===== config.mk =====
export PLATFORM = sky130hd
export DESIGN_NAME = fb_scan_arbiter
export DESIGN_NICKNAME = d
export VERILOG_FILES = /design/src/rtl/fb_scan_arbiter.sv
export SDC_FILE = /design/constraint.sdc
export NUM_CORES = 1
export LEC_CHECK = 0
export ABC_CLOCK_PERIOD_IN_PS = 5790
export CORE_ASPECT_RATIO = 1.1
export CORE_MARGIN = 4
export CORE_UTILIZATION = 35
export DETAILED_ROUTE_END_ITERATION = 6
export MAX_ROUTING_LAYER = met4
export SLEW_MARGIN = 20
export SYNTH_ARGS = -nofsm -noshare
export SYNTH_HDL_FRONTEND = slang
export SYNTH_SLANG_ARGS = --single-unit

===== constraint.sdc =====
create_clock -name clk -period 5.79 [get_ports clk]
set_input_delay 1.4475 -clock clk [delete_from_list [all_inputs] [get_ports clk]]
set_output_delay 1.4475 -clock clk [all_outputs]
set_load 0.005 [all_outputs]

===== src/rtl/fb_scan_arbiter.sv =====
`default_nettype none
// ============================================================================
// fb_scan_arbiter: shares the framebuffer between prefetching VGA scanout and
// the pixel writer; FB_ARB_VBLANK_WRITE_EN blocks writes for the whole of FETCH.
// Revision: 1.0
// ============================================================================
module fb_scan_arbiter #(
  parameter int H_DISPLAY    = 640,
  parameter int V_DISPLAY    = 480,
  parameter int PIX_PER_WORD = 8,
  parameter int ADDR_W       = 16
) (
  input  logic                      clk,
  input  logic                      rst_n,
  input  logic                      sc_frame_start,
  input  logic                      sc_pix_en,
  output logic [2:0]                sc_rgb,
  output logic                      sc_underrun,
  input  logic                      wr_valid,
  output logic                      wr_ready,
  input  logic [9:0]                wr_x,
  input  logic [8:0]                wr_y,
  input  logic [2:0]                wr_rgb,
  output logic [ADDR_W-1:0]         mem_addr,
  output logic                      mem_re,
  input  logic [3*PIX_PER_WORD-1:0] mem_rdata,
  output logic                      mem_we,
  output logic [3*PIX_PER_WORD-1:0] mem_wdata,
  output logic [3*PIX_PER_WORD-1:0] mem_wmask
);

  localparam int WORD_W = 3 * PIX_PER_WORD;
  localparam int IDX_W  = $clog2(PIX_PER_WORD);
  localparam int SH_W   = $clog2(WORD_W);
  localparam logic [ADDR_W-1:0] NUM_WORDS = ADDR_W'(H_DISPLAY * V_DISPLAY / PIX_PER_WORD);
  localparam logic [IDX_W-1:0]  LAST_IDX  = IDX_W'(PIX_PER_WORD - 1);

  typedef enum logic [1:0] {
    S_IDLE  = 2'd0,
    S_FETCH = 2'd1,
    S_DONE  = 2'd2
  } state_t;

  state_t              state, state_nx;
  logic [ADDR_W-1:0]   rd_ptr;
  logic                rd_pend;
  logic [WORD_W-1:0]   buf_q [2];
  logic                buf_head;
  logic [1:0]          buf_cnt;
  logic [IDX_W-1:0]    pix_idx;
  logic                buf_empty;
  logic                push;
  logic                pop;
  logic [WORD_W-1:0]   head_shift;
  logic [SH_W-1:0]     pix_sh;
  logic [SH_W-1:0]     lane_sh;
  logic [ADDR_W-1:0]   wr_addr;
  logic                wr_in_range;

  always_comb begin
    state_nx = state;
    if (sc_frame_start) begin
      state_nx = S_FETCH;
    end else if (state == S_FETCH && rd_ptr == NUM_WORDS) begin
      state_nx = S_DONE;
    end
  end

  // A read is never issued in a frame-start cycle, so nothing is left in
  // flight past the flush; data returning in that cycle is simply not pushed.
  assign mem_re = (state == S_FETCH) && !sc_frame_start && (rd_ptr < NUM_WORDS) &&
                  (({1'b0, buf_cnt} + {2'b00, rd_pend}) < 3'd2);

  assign buf_empty  = (buf_cnt == 2'd0);
  assign push       = rd_pend && !sc_frame_start;
  assign pop        = sc_pix_en && !sc_frame_start && !buf_empty && (pix_idx == LAST_IDX);
  assign pix_sh     = SH_W'(pix_idx) * SH_W'(3);
  assign head_shift = buf_q[buf_head] >> pix_sh;

  // y*80 + x/8 without a multiplier
  assign wr_addr     = ADDR_W'({wr_y, 6'b0}) + ADDR_W'({wr_y, 4'b0}) + ADDR_W'(wr_x[9:3]);
  assign wr_in_range = (wr_x < 10'(H_DISPLAY)) && (wr_y < 9'(V_DISPLAY));
  assign lane_sh     = SH_W'(wr_x[2:0]) * SH_W'(3);

`ifdef FB_ARB_VBLANK_WRITE_EN
  assign wr_ready = !mem_re && (state != S_FETCH);
`else
  assign wr_ready = !mem_re;
`endif

  assign mem_we    = wr_valid && wr_ready && wr_in_range;
  assign mem_addr  = mem_re ? rd_ptr : wr_addr;
  assign mem_wdata = WORD_W'(wr_rgb) << lane_sh;
  assign mem_wmask = WORD_W'(3'b111) << lane_sh;

  always_ff @(posedge clk) begin
    if (!rst_n) begin
      state       <= S_IDLE;
      rd_ptr      <= '0;
      rd_pend     <= 1'b0;
      buf_head    <= 1'b0;
      buf_cnt     <= 2'd0;
      pix_idx     <= '0;
      sc_rgb      <= 3'd0;
      sc_underrun <= 1'b0;
    end else begin
      state   <= state_nx;
      rd_pend <= mem_re;
      if (sc_frame_start) begin
        rd_ptr      <= '0;
        buf_head    <= 1'b0;
        buf_cnt     <= 2'd0;
        pix_idx     <= '0;
        sc_rgb      <= 3'd0;
        sc_underrun <= 1'b0;
      end else begin
        if (mem_re) begin
          rd_ptr <= rd_ptr + ADDR_W'(1);
        end
        if (pop) begin
          buf_head <= ~buf_head;
        end
        buf_cnt <= buf_cnt + {1'b0, push} - {1'b0, pop};
        sc_rgb  <= 3'd0;
        if (sc_pix_en) begin
          if (buf_empty) begin
            sc_underrun <= 1'b1;
          end else begin
            sc_rgb  <= head_shift[2:0];
            pix_idx <= (pix_idx == LAST_IDX) ? '0 : pix_idx + IDX_W'(1);
          end
        end
      end
    end
  end

  // Tail slot is head+count; count is at most 1 whenever data returns.
  always_ff @(posedge clk) begin
    if (push) begin
      buf_q[buf_head ^ buf_cnt[0]] <= mem_rdata;
    end
  end

endmodule
`default_nettype wire


==> key figures <==
Outcome
  – Status: completed

Logic synthesis
  – Synth Area in Simple Gates: 0.181
  – Yosys reg bits: 78
  – Adder-cell share of the synthesized area: 0.0777
  – Combinational family with the most area after synthesis: simple AND/OR/NAND/NOR gates
  – Async set or reset register ratio after synthesis: 0
  – Average size of a mapped cell: 11.3 µm²
  – Post-Syn Area: 4220 µm²
  – Complex-gate fraction of the synthesized area: 0.0679
  – Post-Synth XOR/XNOR Area: 0.0498
  – Net Count, Synth: 449
  – Synth Flop Type: edfxtp_1
  – Cell variety after synth: 48
  – Synth warn: 0
  – Post-synth EDFFs: 48
  – Seq/Total Area, Yosys: 0.484
  – Post-synthesis mux area share: 0.0824
  – Post-Syn Instances: 373

Clock network
  – Skew-Pair Late Insertion Delay: 0.33 ns
  – H-tree lvl count: 3
  – Hold buffers post-CTS: 0
  – Root buf cell: clkbuf_16
  – Max Root-Sink Buffers: 2
  – Clock transition at path regs: 0.05 ns
  – Clk sinks: 78
  – CTS tree: done
  – Inserted Clock Buffers: 9

Routing
  – Vias: 3177
  – Residual DRC count: 0
  – DRT iter0 DRCs: 119
  – Pre-Repair DR Iteration Count: 4
  – WL final: 9380 µm
  – DRT antenna net count: 0
  – DR vias/cell: 4.96
  – Drt wl/cell: 14.6 µm

Global routing
  – Initial antenna violation count: 0
  – Vias in the first global route: 3196
  – Largest net degree at the start of global routing: 29
  – Global Route Usage Sum: 0.143
  – First-pass GRT wire length: 15600 µm
  – Congestion Overflow GR: 0

Power
  – Switch share: 0.227
  – Internal Dissipation: 1.01 mW
  – Clock share of power: 0.374
  – Power Density: 225 nW/µm²
  – P_leak: 2.05 nW
  – Psw: 295 µW
  – Reg power frac: 0.456
  – Peak VDD IR: 0.200 mV
  – Comb pwr share: 0.169

Setup path
  – Worst-case reg-to-reg path depth: 9
  – Crit-path leading delay family: compound AO/OA/AOI/OAI gates
  – CP Capture Type: output pin
  – Slowest CP cell: fa_1
  – Worst Path Arrival: 4.23 ns
  – Max incr delay on CP: 0.52 ns
  – Worst r2r src: pix_idx[0]$_SDFFE_PP0P_
  – Peak fanout along the critical path: 2
  – Worst Setup Path Type: in -> out
  – WP buf/inv: 4
  – R2R Setup Slk: 3.57 ns
  – Req. time, crit path: 4.34 ns
  – Capturing point of the worst reg2reg path: buf_cnt[1]$_SDFF_PP0_
  – Worst setup SP type: input port
  – Crit path cell chain: clkdlybuf4s50_1, inv_1, fa_1, inv_1, ha_1, a21oi_2, o22ai_2, a311o_1, a311o_1, o221a_2, dlygate4sd2_1

Floorplan
  – Core ar.: 11600 µm²
  – Rows: 41
  – Die area: 13900 µm²
  – DIE HEIGHT: 123 µm
  – Top-Level Pins: 122
  – Starting Density: 0.362
  – Chip Width: 113 µm

Layout
  – Commonest non-fill, non-tap cell in the layout: clkdlybuf4s50_1
  – Area Growth Syn to Fin: 37.6%
  – Share of cells above drive strength 1: 0.116
  – Nets: 564
  – Diode count: 0
  – Post-route cell area: 5810 µm²
  – Util after Layout: 0.499
  – Fillers: 1081
  – Commonest non-fill, non-tap cells in the layout: 118 x clkdlybuf4s50_1, 48 x edfxtp_1, 34 x nor2_1, 30 x dfxtp_1, 29 x nand2_1

STA
  – Fmax: 0.176 GHz
  – Final setup fails: 0
  – Worst Tran Pin Value: 0.827 ns
  – Final worst slack: 0.110 ns
  – Pins over their slew limit: 0
  – Tmin final: 5.68 ns
  – Worst Skew: 0.00606 ns
  – Worst slew margin: 0.448
  – Final Hold Fails: 0
  – RSZ-0062 raised after global routing: no
  – Final period util: 0.981

Place
  – Area post-placement: 5510 µm²
  – Global placement routability congestion: 0.825
  – Post-DP HPWL: 7220 µm
  – Pre-CTS setup slack: -0.186 ns
  – IO Port Bufs: 121

Hold path
  – Hold endpoint: sc_underrun$_SDFFE_PP0P_
  – Hold_sp: sc_underrun$_SDFFE_PP0P_
  – HP Class: reg -> reg
  – Worst Hold Path Cells: 2

Job
  – Max-cap violations: 0
## registers in the layout (all words and copies together), names as in the netlist, named ones only
| signal | flops |
|---|---|
| buf_head | 1 |
| state | 2 |
| rd_pend | 1 |
| sc_underrun | 1 |
| buf_cnt | 2 |
| pix_idx | 3 |
| rd_ptr | 16 |
| sc_rgb | 3 |
| buf_q | 48 |
## metrics by stage
stage               instances  hold WS [ns]  TNS [ns]  power, mW
finish                    641         0.468         0       1.30
global route              641         0.497         0       1.36
CTS                       640         0.476         0       1.32
detailed placement        625         0.462    -0.399      0.825
global placement          625         0.463    -0.304      0.822
floorplan                 373         0.460         0      0.704
## synthesized netlist by cell type (6+ instances only)
cell type | instances | area (µm²)
a21oi_1 | 18 | 90.1
and2_1 | 26 | 163
buf_4 | 17 | 128
dfxtp_1 | 30 | 601
edfxtp_1 | 48 | 1440
ha_1 | 23 | 288
inv_1 | 15 | 56.3
mux4_2 | 15 | 338
nand2_1 | 29 | 109
nand3_1 | 6 | 30.0
nor2_1 | 35 | 131
nor3_1 | 8 | 40.0
nor3b_1 | 7 | 52.6
o21ai_0 | 12 | 60.1
xnor2_1 | 17 | 149
xor2_1 | 7 | 61.3
## power groups by stage
stage	Combinational, mW	Clock (mW)	Sequential (mW)
after CTS	0.219	0.502	0.595
after global placement	0.216	0	0.607
after detailed placement	0.218	0	0.607
after floorplan	0.0971	0	0.607
final	0.221	0.488	0.595
after global routing	0.243	0.526	0.595
## timing repair
item / CTS / global route
setup endpoints to repair: 4 / 3
gates resized for setup: 7 / 4
pin swaps: 3 / 6
buffers inserted: 1 / 1
## worst register-to-register path, stage by stage, from the launching register on
cell,delay (ns)
dfxtp_1,0.77
ha_1,0.27
ha_1,0.20
o211ai_1,0.13
nor2_1,0.12
ha_1,0.23
inv_1,0.05
ha_1,0.15
xnor2_1,0.12
nor2_1,0.05
## kinds of logic (layout without fill, tap and decap cells)
group / Yosys count / after routing
AOI/OAI and AO/OA: 46 / 46
buffers and inverters: 43 / 161
DFF: 78 / 78
and+or+nand+nor: 141 / 141
xor gates and xnor gates: 24 / 24
muxes: 16 / 16
adders and majority gates: 25 / 25
## how the worst max path moves through the flow
stage | start | endpoint | depth (start not counted)
CTS | wr_x[9] | mem_addr[14] | 11
global placement | wr_x[9] | mem_addr[14] | 11
global route | wr_x[9] | mem_addr[14] | 11
floorplan | wr_x[9] | mem_addr[14] | 9
finish | wr_x[9] | mem_addr[14] | 11
detailed placement | wr_x[9] | mem_addr[14] | 11
## per-layer routing
layer	part of all wire	vias up	track usage
li1	-	1558	-
met1	0.43	1504	0.167
met2	0.50	107	0.250
met3	0.066	8	0.0348
met4	0.0080	0	0.0353
met5	0	-	-
## area by class of cell
cell class	count	area [µm²]	share of cell area
clock buffers	10	229	0.0394
clock inverters	4	25.0	0.00431
inverters	15	56.3	0.00970
multi-input cells	252	1980	0.340
flip-flops and latches	78	2040	0.352
well taps	150	188	0.0323
repair buffers	132	1290	0.222
(Power assumes the default switching activity.)
==> variant: new RTL, same flow settings <==
Add a define of `FB_ARB_VBLANK_WRITE_EN`.
--- a/src/rtl/fb_scan_arbiter.sv
+++ b/src/rtl/fb_scan_arbiter.sv
@@ -6,2 +6,4 @@
 // ============================================================================
+`define FB_ARB_VBLANK_WRITE_EN
+
 module fb_scan_arbiter #(
Function: changed (Yosys sat finds a counterexample within 4 cycles, from zero or initial values and one cycle with rst_n low).
==> variant against the unedited design <==
Setup slack better by 87 ps; count of clock-buffer cells in the layout is 1 higher; largest power group unchanged; synthesized area hardly changed; combinational power fell by 3%; fmax grew 1.5%; total power increased by 6.5%; highest routed layer unchanged; wire length increased by 7.5%; largest cell class unchanged; clock skew is 2.0 ps lower; design area grew 0.78%; sequential cell count is the same.
==> variant: results (changes against the unedited design) <==
INFO  timing         slew_headroom=34.4% [-10 points]
INFO  route          detailroute.wirelength.met2=4670microns [+0.19%]
INFO  timing         fmaxAchievable=179MHz [+1.5%]
INFO  timing         final.setup_skew=4.04ps [-2.02 ps]
INFO  setup_path     cpMaxStageDelayCell=sky130_fd_sc_hd__clkdlybuf4s50_1
INFO  logic_synthesis synth_top_cells_by_area=sky130_fd_sc_hd__edfxtp_1 (34%), sky130_fd_sc_hd__dfxtp_1 (14%), sky130_fd_sc_hd__ha_1 (6.8%)
INFO  layout         final_layout_size_suffix_gt1_share=7.85% [-3.8 points]
INFO  global_routing maximum_number_of_pins_on_one_net_before_global_route_repair=27 [-6.9%]
INFO  route          drt-wirelength-per-cell=15.6microns [+6.5%]
INFO  setup_path     timing.reg2reg.setup_slack=3580ps [about the same]
INFO  logic_synthesis synth.yosys.seq_area_share=48.4% [about the same]
INFO  clock_network  ctsResizeCount=6 [-1]
INFO  logic_synthesis synth.mux.area_fraction=9.11% [+0.87 points]
INFO  placement      place.detailed.hpwl=7580microns [+5.1%]
INFO  global_routing grt_pass1_wl=16200microns [+4.1%]
INFO  placement      dp_slack=-203ps [-17.2 ps]
INFO  logic_synthesis postSynthCellCount=376 [+0.80%]
INFO  placement      place_congestion=0.881 [+6.8%]
INFO  logic_synthesis async_flop_share=0% [unchanged]
INFO  logic_synthesis netlist_top_cells_count=sky130_fd_sc_hd__edfxtp_1 (48), sky130_fd_sc_hd__nand2_1 (36), sky130_fd_sc_hd__nor2_1 (33)
INFO  global_routing groute.layer.met1.usage=18.7% [+2.0 points]
INFO  clock_network  post-cts-setup-buffers=0 [-1]
INFO  layout         fillers=1063 [-1.7%]
INFO  setup_path     critical_path_arrival=4150ps [-80 ps]
INFO  placement      placedInstanceArea=5540squm [+0.55%]
INFO  setup_path     regToRegEndpoint=sc_rgb[1]
INFO  global_routing groute.layer.met3.usage=2.84% [-0.64 points]
INFO  logic_synthesis synthesized_netlist_net_count=452 [+0.67%]
INFO  status         status=completed
INFO  route          route.met3.wl=686microns [+11%]
INFO  logic_synthesis yosys.cell_types.count=46 [-4.2%]
INFO  worst_hold_path startpoint_of_the_lowest_slack_hold_path=state[1]
INFO  route          drt_first_iter_violations=167 [+40%]
INFO  timing         holdWs=462ps [-6.34 ps]
INFO  logic_synthesis compound_gate_fraction_of_synth_area=5.88% [-0.92 points]
INFO  setup_path     r2r_cells=3 [-6]
INFO  global_routing met2_usage=24.6% [-0.37 points]
INFO  route          routed_wl=10100microns [+7.5%]
INFO  route          detail_route.vias_per_cell=4.93 [-0.52%]
INFO  logic_synthesis adder_cell_area_share_of_the_yosys_netlist=7.77% [about the same]
INFO  setup_path     max_stage_delay=550ps [+30 ps]
INFO  setup_path     critical-path-top-delay-family=buffers and inverters
INFO  logic_synthesis synth-xor-area-share=4.57% [-0.41 points]
INFO  global_routing vias_in_the_first_global_route=3302 [+3.3%]
INFO  route          met1_wl=4580microns [+14%]
INFO  global_routing grt_use_total=15.1% [+0.83 points]
INFO  worst_hold_path timing.hold.worst_endpoint=state[1]
-- variant: power breakdown --
part / switching [mW] / total (mW) / internal, mW
registers: 0.00157 / 0.595 / 0.593
clock network: 0.203 / 0.577 / 0.374
logic: 0.0901 / 0.215 / 0.125
total: 0.295 / 1.39 / 1.09
-- variant: area by class of cell --
type                            count  share of cell area [%]
Clock buffer                       11                    3.98
Clock inverter                      5                    1.26
Inverter                           12                   0.770
Multi-Input combinational cell    259                    33.8
Sequential cell                    78                    34.9
Tap cell                          150                    3.21
Timing Repair Buffer              132                    22.1
-- variant: worst max path at each step --
| stage | endpoint | cells after the start |
|---|---|---|
| 2_1_floorplan | mem_addr[13] | 9 |
| 3_3_place_gp | mem_addr[13] | 11 |
| 3_5_place_dp | mem_addr[13] | 11 |
| 4_1_cts | mem_addr[15] | 11 |
| 5_1_grt | mem_addr[14] | 11 |
| 6_report | mem_addr[10] | 11 |
